**config.mk**
```make
export PLATFORM = sky130hd
export DESIGN_NAME = mmss_bcd_timer
export DESIGN_NICKNAME = d
export VERILOG_FILES = /design/src/rtl/mmss_bcd_timer.sv
export SDC_FILE = /design/constraint.sdc
export NUM_CORES = 1
export LEC_CHECK = 0
export ABC_CLOCK_PERIOD_IN_PS = 2800
export BUFFER_PORTS_ARGS = -buffer_cell sky130_fd_sc_hd__buf_4
export CAP_MARGIN = 5
export CORE_ASPECT_RATIO = 1.25
export CORE_UTILIZATION = 50
export CTS_CLUSTER_SIZE = 40
export DETAILED_ROUTE_END_ITERATION = 6
export HOLD_SLACK_MARGIN = 0.1
export MAX_ROUTING_LAYER = met4
export PLACE_DENSITY = 0.69
export SKIP_CTS_REPAIR_TIMING = 1
export SLEW_MARGIN = 40
export SYNTH_ARGS = -nofsm -noshare
export SYNTH_HDL_FRONTEND = slang
export SYNTH_SLANG_ARGS = --single-unit
```
**constraint.sdc**
```tcl
create_clock -name clk -period 2.8 [get_ports clk]
set_input_delay 0.84 -clock clk [delete_from_list [all_inputs] [get_ports clk]]
set_output_delay 0.84 -clock clk [all_outputs]
set_load 0.005 [all_outputs]
```
**src/rtl/mmss_bcd_timer.sv**
```systemverilog
// MM:SS BCD stopwatch core: IDLE/RUN/PAUSE control, second prescaler and a four-digit BCD count.
// Optional display hold (lap snapshot) is built when LAP_HOLD_EN is defined.
module mmss_bcd_timer #(
  parameter int CLKS_PER_SEC = 50_000_000
) (
  input  logic       clk,
  input  logic       rst,
  input  logic       start,
  input  logic       stop,
  input  logic       clear,
`ifdef LAP_HOLD_EN
  input  logic       lap,
`endif
  output logic [3:0] units_second,
  output logic [3:0] tens_second,
  output logic [3:0] units_minute,
  output logic [3:0] tens_minute,
  output logic       running,
  output logic       sec_tick,
  output logic       rollover
);

  localparam int PW = (CLKS_PER_SEC > 2) ? $clog2(CLKS_PER_SEC) : 1;
  localparam logic [PW-1:0] PRE_LAST = PW'(CLKS_PER_SEC - 1);

  typedef enum logic [1:0] {
    IDLE  = 2'd0,
    RUN   = 2'd1,
    PAUSE = 2'd2
  } state_t;

  state_t        state_r, state_s;
  logic [PW-1:0] pre_r;
  logic [3:0]    us_r, ts_r, um_r, tm_r;
  logic [3:0]    us_s, ts_s, um_s, tm_s;
  logic [4:0]    inc_us_s, inc_ts_s, inc_um_s, inc_tm_s;
  logic          adv_s, terminal_s, carry_ts_s, carry_um_s, carry_tm_s, wrap_s;
  logic          running_r, sec_tick_r, rollover_r;

  // Saturating-safe BCD step: returns {carry, next digit}; anything at or above max wraps to 0.
  function automatic logic [4:0] bcd_inc(input logic [3:0] d, input logic [3:0] max);
    if (d >= max) begin
      bcd_inc = {1'b1, 4'd0};
    end else begin
      bcd_inc = {1'b0, d + 4'd1};
    end
  endfunction

  // Next-state logic; clear beats stop beats start.
  always_comb begin
    state_s = state_r;
    if (clear) begin
      state_s = IDLE;
    end else if (stop) begin
      if (state_r == RUN) begin
        state_s = PAUSE;
      end else begin
        state_s = state_r;
      end
    end else if (start) begin
      if (state_r != RUN) begin
        state_s = RUN;
      end else begin
        state_s = state_r;
      end
    end else begin
      state_s = state_r;
    end
  end

  // A stop or clear arriving on the terminal prescaler count suppresses that increment.
  assign adv_s      = (state_r == RUN) && !stop && !clear;
  assign terminal_s = adv_s && (pre_r == PRE_LAST);

  assign inc_us_s   = bcd_inc(us_r, 4'd9);
  assign inc_ts_s   = bcd_inc(ts_r, 4'd5);
  assign inc_um_s   = bcd_inc(um_r, 4'd9);
  assign inc_tm_s   = bcd_inc(tm_r, 4'd5);
  assign carry_ts_s = terminal_s && inc_us_s[4];
  assign carry_um_s = carry_ts_s && inc_ts_s[4];
  assign carry_tm_s = carry_um_s && inc_um_s[4];
  assign wrap_s     = carry_tm_s && inc_tm_s[4];

  assign us_s = terminal_s ? inc_us_s[3:0] : us_r;
  assign ts_s = carry_ts_s ? inc_ts_s[3:0] : ts_r;
  assign um_s = carry_um_s ? inc_um_s[3:0] : um_r;
  assign tm_s = carry_tm_s ? inc_tm_s[3:0] : tm_r;

  // State, prescaler, live digits and status pulses.
  always_ff @(posedge clk) begin
    if (rst) begin
      state_r    <= IDLE;
      pre_r      <= {PW{1'b0}};
      us_r       <= 4'd0;
      ts_r       <= 4'd0;
      um_r       <= 4'd0;
      tm_r       <= 4'd0;
      running_r  <= 1'b0;
      sec_tick_r <= 1'b0;
      rollover_r <= 1'b0;
    end else begin
      state_r    <= state_s;
      running_r  <= (state_s == RUN);
      sec_tick_r <= terminal_s;
      rollover_r <= wrap_s;
      if (clear) begin
        pre_r <= {PW{1'b0}};
        us_r  <= 4'd0;
        ts_r  <= 4'd0;
        um_r  <= 4'd0;
        tm_r  <= 4'd0;
      end else begin
        if (terminal_s) begin
          pre_r <= {PW{1'b0}};
        end else if (adv_s) begin
          pre_r <= pre_r + PW'(1);
        end
        us_r <= us_s;
        ts_r <= ts_s;
        um_r <= um_s;
        tm_r <= tm_s;
      end
    end
  end

  assign running  = running_r;
  assign sec_tick = sec_tick_r;
  assign rollover = rollover_r;

`ifdef LAP_HOLD_EN
  logic       hold_r, hold_s, lap_tog_s;
  logic [3:0] dus_r, dts_r, dum_r, dtm_r;

  assign lap_tog_s = lap && !clear && (state_r != IDLE);
  assign hold_s    = lap_tog_s ? !hold_r : hold_r;

  // Display registers: freeze the value on screen when hold engages, otherwise follow live time.
  always_ff @(posedge clk) begin
    if (rst) begin
      hold_r <= 1'b0;
      dus_r  <= 4'd0;
      dts_r  <= 4'd0;
      dum_r  <= 4'd0;
      dtm_r  <= 4'd0;
    end else if (clear) begin
      hold_r <= 1'b0;
      dus_r  <= 4'd0;
      dts_r  <= 4'd0;
      dum_r  <= 4'd0;
      dtm_r  <= 4'd0;
    end else begin
      hold_r <= hold_s;
      if (hold_s && !hold_r) begin
        dus_r <= us_r;
        dts_r <= ts_r;
        dum_r <= um_r;
        dtm_r <= tm_r;
      end else if (!hold_s) begin
        dus_r <= us_s;
        dts_r <= ts_s;
        dum_r <= um_s;
        dtm_r <= tm_s;
      end
    end
  end

  assign units_second = dus_r;
  assign tens_second  = dts_r;
  assign units_minute = dum_r;
  assign tens_minute  = dtm_r;
`else
  assign units_second = us_r;
  assign tens_second  = ts_r;
  assign units_minute = um_r;
  assign tens_minute  = tm_r;
`endif

endmodule
```
## Word level (Yosys, flattened, before mapping)

Index checks and enable logic that the tools add are counted.

| word-level totals | value |
|---|---|
| register bits | 47 |
| input bits | 5 |
| output and inout port bits | 19 |
| word-level logic and storage cells | 42 |

| operators by class | value |
|---|---|
| $add $sub $neg | 5 |
| $lt $le $gt $ge | 4 |
| equal/unequal tests | 4 |
| mux-type cells | 9 |
| reductions and logical operators | 11 |

Operators by type and width:

| kind | count |
|---|---|
| $add A26 B1 Y26 const B | 1 |
| $eq A26 B26 Y1 const B | 1 |
| $mux W5 | 4 |
| $add A4 B1 Y4 const B | 4 |
| $mux W2 | 5 |
| $ge A4 B3 Y1 const B | 2 |
| $ge A4 B4 Y1 const B | 2 |
| $logic_and A1 B1 Y1 | 7 |
| $eq A2 B1 Y1 const B | 2 |
| $reduce_or A3 Y1 | 1 |
| $logic_not A1 Y1 | 2 |
| $ne A2 B1 Y1 const B | 1 |
| $reduce_or A2 Y1 | 1 |

## Longest topological paths before layout

| depth | value |
|---|---|
| depth in word-level cells | 8 |
| gate-level depth with buffers | 7 |
| mapped depth without buffers | 7 |

## Worst setup path before layout

Ideal clock, no wire load.

| path | value |
|---|---|
| path kind | in2reg |
| from | input clear |
| to | register ts_r[3] (netlist: tens_second[3]) |
| arrival time | 2.417 ns |
| slack | 0.305 ns |
| stages | 6 |
| buffers on the path | 1 |
| cell sequence | or4b_1 > buf_4 > nor2_8 > nand3b_4 > or4_1 > o22ai_2 |

| on the way | value |
|---|---|
| word-level cells in the longest chain between the ends | 4 |

RTL lines:

| item | RTL line | RTL |
|---|---|---|
| from (decl) | 10 | `input logic clear,` |
| $logic_not A1 Y1 | 72 | `assign adv_s = (state_r == RUN) && !stop && !clear;` |
| $logic_and A1 B1 Y1 | 72 |  |
| $logic_and A1 B1 Y1 | 73 | `assign terminal_s = adv_s && (pre_r == PRE_LAST);` |
| $logic_and A1 B1 Y1 | 79 | `assign carry_ts_s = terminal_s && inc_us_s[4];` |
| to (signal assigned) | 119 | `ts_r <= ts_s;` |
| to (decl) | 34 | `logic [3:0] us_r, ts_r, um_r, tm_r;` |

Several ways; a longest one is shown, not always the timed one.
A chain may end at the register's enable or synchronous reset.

## Final worst setup path

| path | value |
|---|---|
| from | input clear |
| to | register tm_r[2] (netlist: tens_minute[2]) |

| on the way | value |
|---|---|
| word-level cells in the longest chain between the ends | 6 |

RTL lines:

| item | RTL line | RTL |
|---|---|---|
| $logic_not A1 Y1 | 72 |  |
| $logic_and A1 B1 Y1 | 72 |  |
| $logic_and A1 B1 Y1 | 73 |  |
| $logic_and A1 B1 Y1 | 79 |  |
| $logic_and A1 B1 Y1 | 80 | `assign carry_um_s = carry_ts_s && inc_ts_s[4];` |
| $logic_and A1 B1 Y1 | 81 | `assign carry_tm_s = carry_um_s && inc_um_s[4];` |
| to (signal assigned) | 121 | `tm_r <= tm_s;` |
| to (decl) | 34 |  |

Several ways; a longest one is shown, not always the timed one.

==> out/results.ini <==
[status]
outcome = complete, no violations

[yosys]
synth.yosys.warnings = 0
syn-num-nets = 290
synth.ff_latch_count = 47
async_flop_share_pct = 0
synth_enable_flop_cells = 0
yosys.cell_types.count = 40
syn_avg_cell_area_um2 = 8.70
syn-instance-count = 272
seq_area_frac_synth_pct = 39.8
prevailing_post_synth_register_cell = sky130_fd_sc_hd__dfxtp_1
post_synth_instance_area_um2 = 2370

[route]
ant_nets = 0
drt-wirelength-per-cell_um = 13.0
total_vias_in_the_final_route = 2006
dr.pass1.iters = 4
detail_route.drc_violations = 0
route.final.wire_length_um = 4730
routed_via_density = 5.53
detailedRoute.firstIterationViolations = 155

[power_and_ir_drop]
power_report.internal_total_mw = 0.856
power_leakage_nw = 1.09
combinationalPowerShare_pct = 2.8
p_sw_share_pct = 21.8
seq_power_share_pct = 61.2
clkPwrFrac_pct = 36.0
switchingPower_mw = 0.239
largest_vdd_supply_drop_mv = 0.308
p_per_area_nw_per_um2 = 399

[final_layout]
final.fill_count = 430
final_util_pct = 61.6
multiInputGateArea_um2 = 1340
net_count_of_the_finished_layout = 322
num_antenna_cells = 0
regArea_um2 = 941
area_growth_syn_to_layout_pct = 16.0
fin_area_um2 = 2750
layout-drive-gt1-share_pct = 14.8

[timing]
drv_slew = 0
finalClockSkew_ns = 0.0107
rsz0062_at_grt = no
setup-violations-final = 0
fin_crit_ns = 2.41
setup_ws_ns = 0.392
min_period_over_period_pct = 86.0
max_slew.worst_pin.slew_ns = 0.655
worst_case_headroom_to_the_max_slew_limit_pct = 56.2
max_clock_freq_mhz = 415
fin_setup_tns_ns = 0
final_hold_viol_count = 0

[global_route]
total_global_routing_overflow = 0
antenna_found_initial = 0
grt_util_met2_pct = 36.4
grt.busiest_layer = met2
grt_met1_usage_pct = 24.1
grt_start_max_net_pins = 25
globalRouteMet3Util_pct = 4.74
grt_pass1_vias = 1840
grt_usage_pct = 21.3
first_pass_grt_wire_length_um = 8210

[setup_path]
timing.critical_path.arrival_ns = 2.60
path_max_fanout = 12
type_of_element_launching_the_critical_path = input pin
critical_path_required_ns = 2.99
top_cell_by_count_worst_path = sky130_fd_sc_hd__buf_4
crit_chain = buf_4 > or4b_1 > nor2_8 > nand3b_4 > buf_4 > o41ai_1 > a21oi_1
worstReg2RegEnd = tens_minute[2]$_SDFFE_PP0P_
crit_path_top_delay_cell = sky130_fd_sc_hd__or4b_1
rrSetupSlack_ns = 0.70
critPathMaxStageDelay_ns = 0.69
setup.worst_path.end_class = flop
worst-setup-path-type = input pin to flop
timing.rr.start = state_r[1]$_SDFF_PP0_
depth_of_the_worst_register_to_register_path = 6

[placement]
routabilityCongestion = 0.782
dp.final_hpwl_um = 3460
place.port_buffers = 23
preCtsSetupSlack_ns = 0.0729
placement.cell_area_um2 = 2660

[cts]
numClockSinks = 47
numCtsBuffers = 5
clock_latency_reported_for_the_late_side_of_the_worst_skew_pair_ns = 0.30
clkSlewWorstSetupHoldPaths_ns = 0.09
clk_path_buf_depth = 2
cts-root-buf = sky130_fd_sc_hd__clkbuf_8
tritoncts = yes
htreeDepth = 2

[die]
dieArea_um2 = 5010
die_height_um = 78.9
pin_count = 24
row_count = 27
die_width_um = 63.5
fp.coreArea_um2 = 4460
initial_utilization_pct = 53.1

[min_path]
timing.hold.worst_path_depth = 2
hold-path-endpoint = tens_minute[3]$_SDFFE_PP0P_
hold_path.class = flop to flop
min_from = tens_minute[3]$_SDFFE_PP0P_

[job]
drv_cap = 0

==> Yosys cell counts (all sizes together) (3+ instances only) <==
| library cell | count | share of area [%] |
|---|---|---|
| nand2b | 3 | 0.79 |
| inv | 13 | 2.1 |
| ha | 13 | 6.9 |
| nor3 | 9 | 2.3 |
| xnor2 | 6 | 2.2 |
| o31ai | 3 | 0.95 |
| xor2 | 19 | 7.0 |
| and3 | 4 | 1.1 |
| clkbuf | 6 | 0.95 |
| nor4b | 3 | 1.1 |
| mux2i | 7 | 3.0 |
| nand3 | 23 | 4.9 |
| nand4 | 17 | 4.5 |
| dfxtp | 47 | 40 |
| and4 | 3 | 1.1 |
| nor2 | 39 | 6.9 |
| nand2 | 23 | 3.6 |
| a21oi | 8 | 1.7 |
==> cells in the final DEF (no fill, tap or decap), types with 3 or more instances in the layout <==
| cell | instances |
|---|---|
| sky130_fd_sc_hd__a21oi_1 | 8 |
| sky130_fd_sc_hd__and4_1 | 3 |
| sky130_fd_sc_hd__ha_1 | 13 |
| sky130_fd_sc_hd__nand2_1 | 23 |
| sky130_fd_sc_hd__nand2b_1 | 3 |
| sky130_fd_sc_hd__nor3_1 | 7 |
| sky130_fd_sc_hd__clkbuf_8 | 5 |
| sky130_fd_sc_hd__o31ai_1 | 3 |
| sky130_fd_sc_hd__nor2_1 | 38 |
| sky130_fd_sc_hd__dfxtp_1 | 47 |
| sky130_fd_sc_hd__nor4b_1 | 3 |
| sky130_fd_sc_hd__inv_1 | 13 |
| sky130_fd_sc_hd__buf_4 | 32 |
| sky130_fd_sc_hd__mux2i_1 | 7 |
| sky130_fd_sc_hd__nand4_1 | 17 |
| sky130_fd_sc_hd__xor2_1 | 19 |
| sky130_fd_sc_hd__xnor2_1 | 6 |
| sky130_fd_sc_hd__nand3_1 | 23 |
| sky130_fd_sc_hd__and3_1 | 4 |
==> how the worst max path moves through the flow <==
stage,start,to,cells past startpoint
CTS,clear,units_minute[2]$_SDFFE_PP0P_,7
floorplan,clear,tens_second[3]$_SDFFE_PP0P_,6
detailed placement,clear,units_minute[2]$_SDFFE_PP0P_,7
global route,clear,units_minute[2]$_SDFFE_PP0P_,7
finish,clear,tens_minute[2]$_SDFFE_PP0P_,7
global placement,clear,tens_minute[2]$_SDFFE_PP0P_,7
==> metrics by stage <==
step | power [mW] | hold WS, ns | cells
CTS | 1.11 | 0.513 | 363
global placement | 0.716 | 0.496 | 355
finish | 1.09 | 0.508 | 363
floorplan | 0.701 | 0.471 | 272
detailed placement | 0.716 | 0.500 | 355
global route | 1.14 | 0.538 | 363
==> worst max-delay path: cells and delay by family <==
kind                   cells  cell delay (ns)
AO/OA/AOI/OAI              2             0.45
AND/OR/NAND/NOR            3             0.99
buffers and inverters      2             0.30
==> flip-flops by register name, indices dropped and copies added, names as in the netlist <==
| register | flops |
|---|---|
| running | 1 |
| units_second | 4 |
| state_r | 2 |
| rollover | 1 |
| tens_minute | 4 |
| sec_tick | 1 |
| units_minute | 4 |
| tens_second | 4 |
| pre_r | 26 |
==> kinds of logic after synthesis <==
logic type / count (synthesis) / synth area share [%]
multiplexers: 7 / 2.96
flip-flops: 47 / 39.8
AND/OR/NAND/NOR: 136 / 30.8
adder cells (fa/ha/maj): 13 / 6.87
buffers and inverters: 21 / 3.54
AO/OA/AOI/OAI: 23 / 6.82
XOR/XNOR: 25 / 9.25
==> layout make-up <==
| type | count | share of cell area, % |
|---|---|---|
| clock inverters | 1 | 0.182 |
| flip-flops and latches | 47 | 34.3 |
| inverters | 13 | 1.78 |
| clock buffers | 7 | 2.78 |
| repair buffers | 33 | 9.48 |
| multi-input cells | 204 | 48.9 |
| well taps | 58 | 2.64 |
==> power by group through the flow <==
stage / Sequential, mW / Combinational (mW) / Clock (mW)
after global routing: 0.670 / 0.0339 / 0.436
after CTS: 0.670 / 0.0312 / 0.404
after global placement: 0.685 / 0.0307 / 0
final: 0.670 / 0.0307 / 0.394
after floorplan: 0.685 / 0.0158 / 0
after detailed placement: 0.685 / 0.0310 / 0
==> per-layer routing <==
metal | part of all wire [%] | vias to the layer above
met2 | 50 | 42
met3 | 3.6 | 6
met4 | 1.5 | 0
met1 | 45 | 940
li1 | - | 1018
met5 | 0 | -
Power figures use the tool's default switching activity.
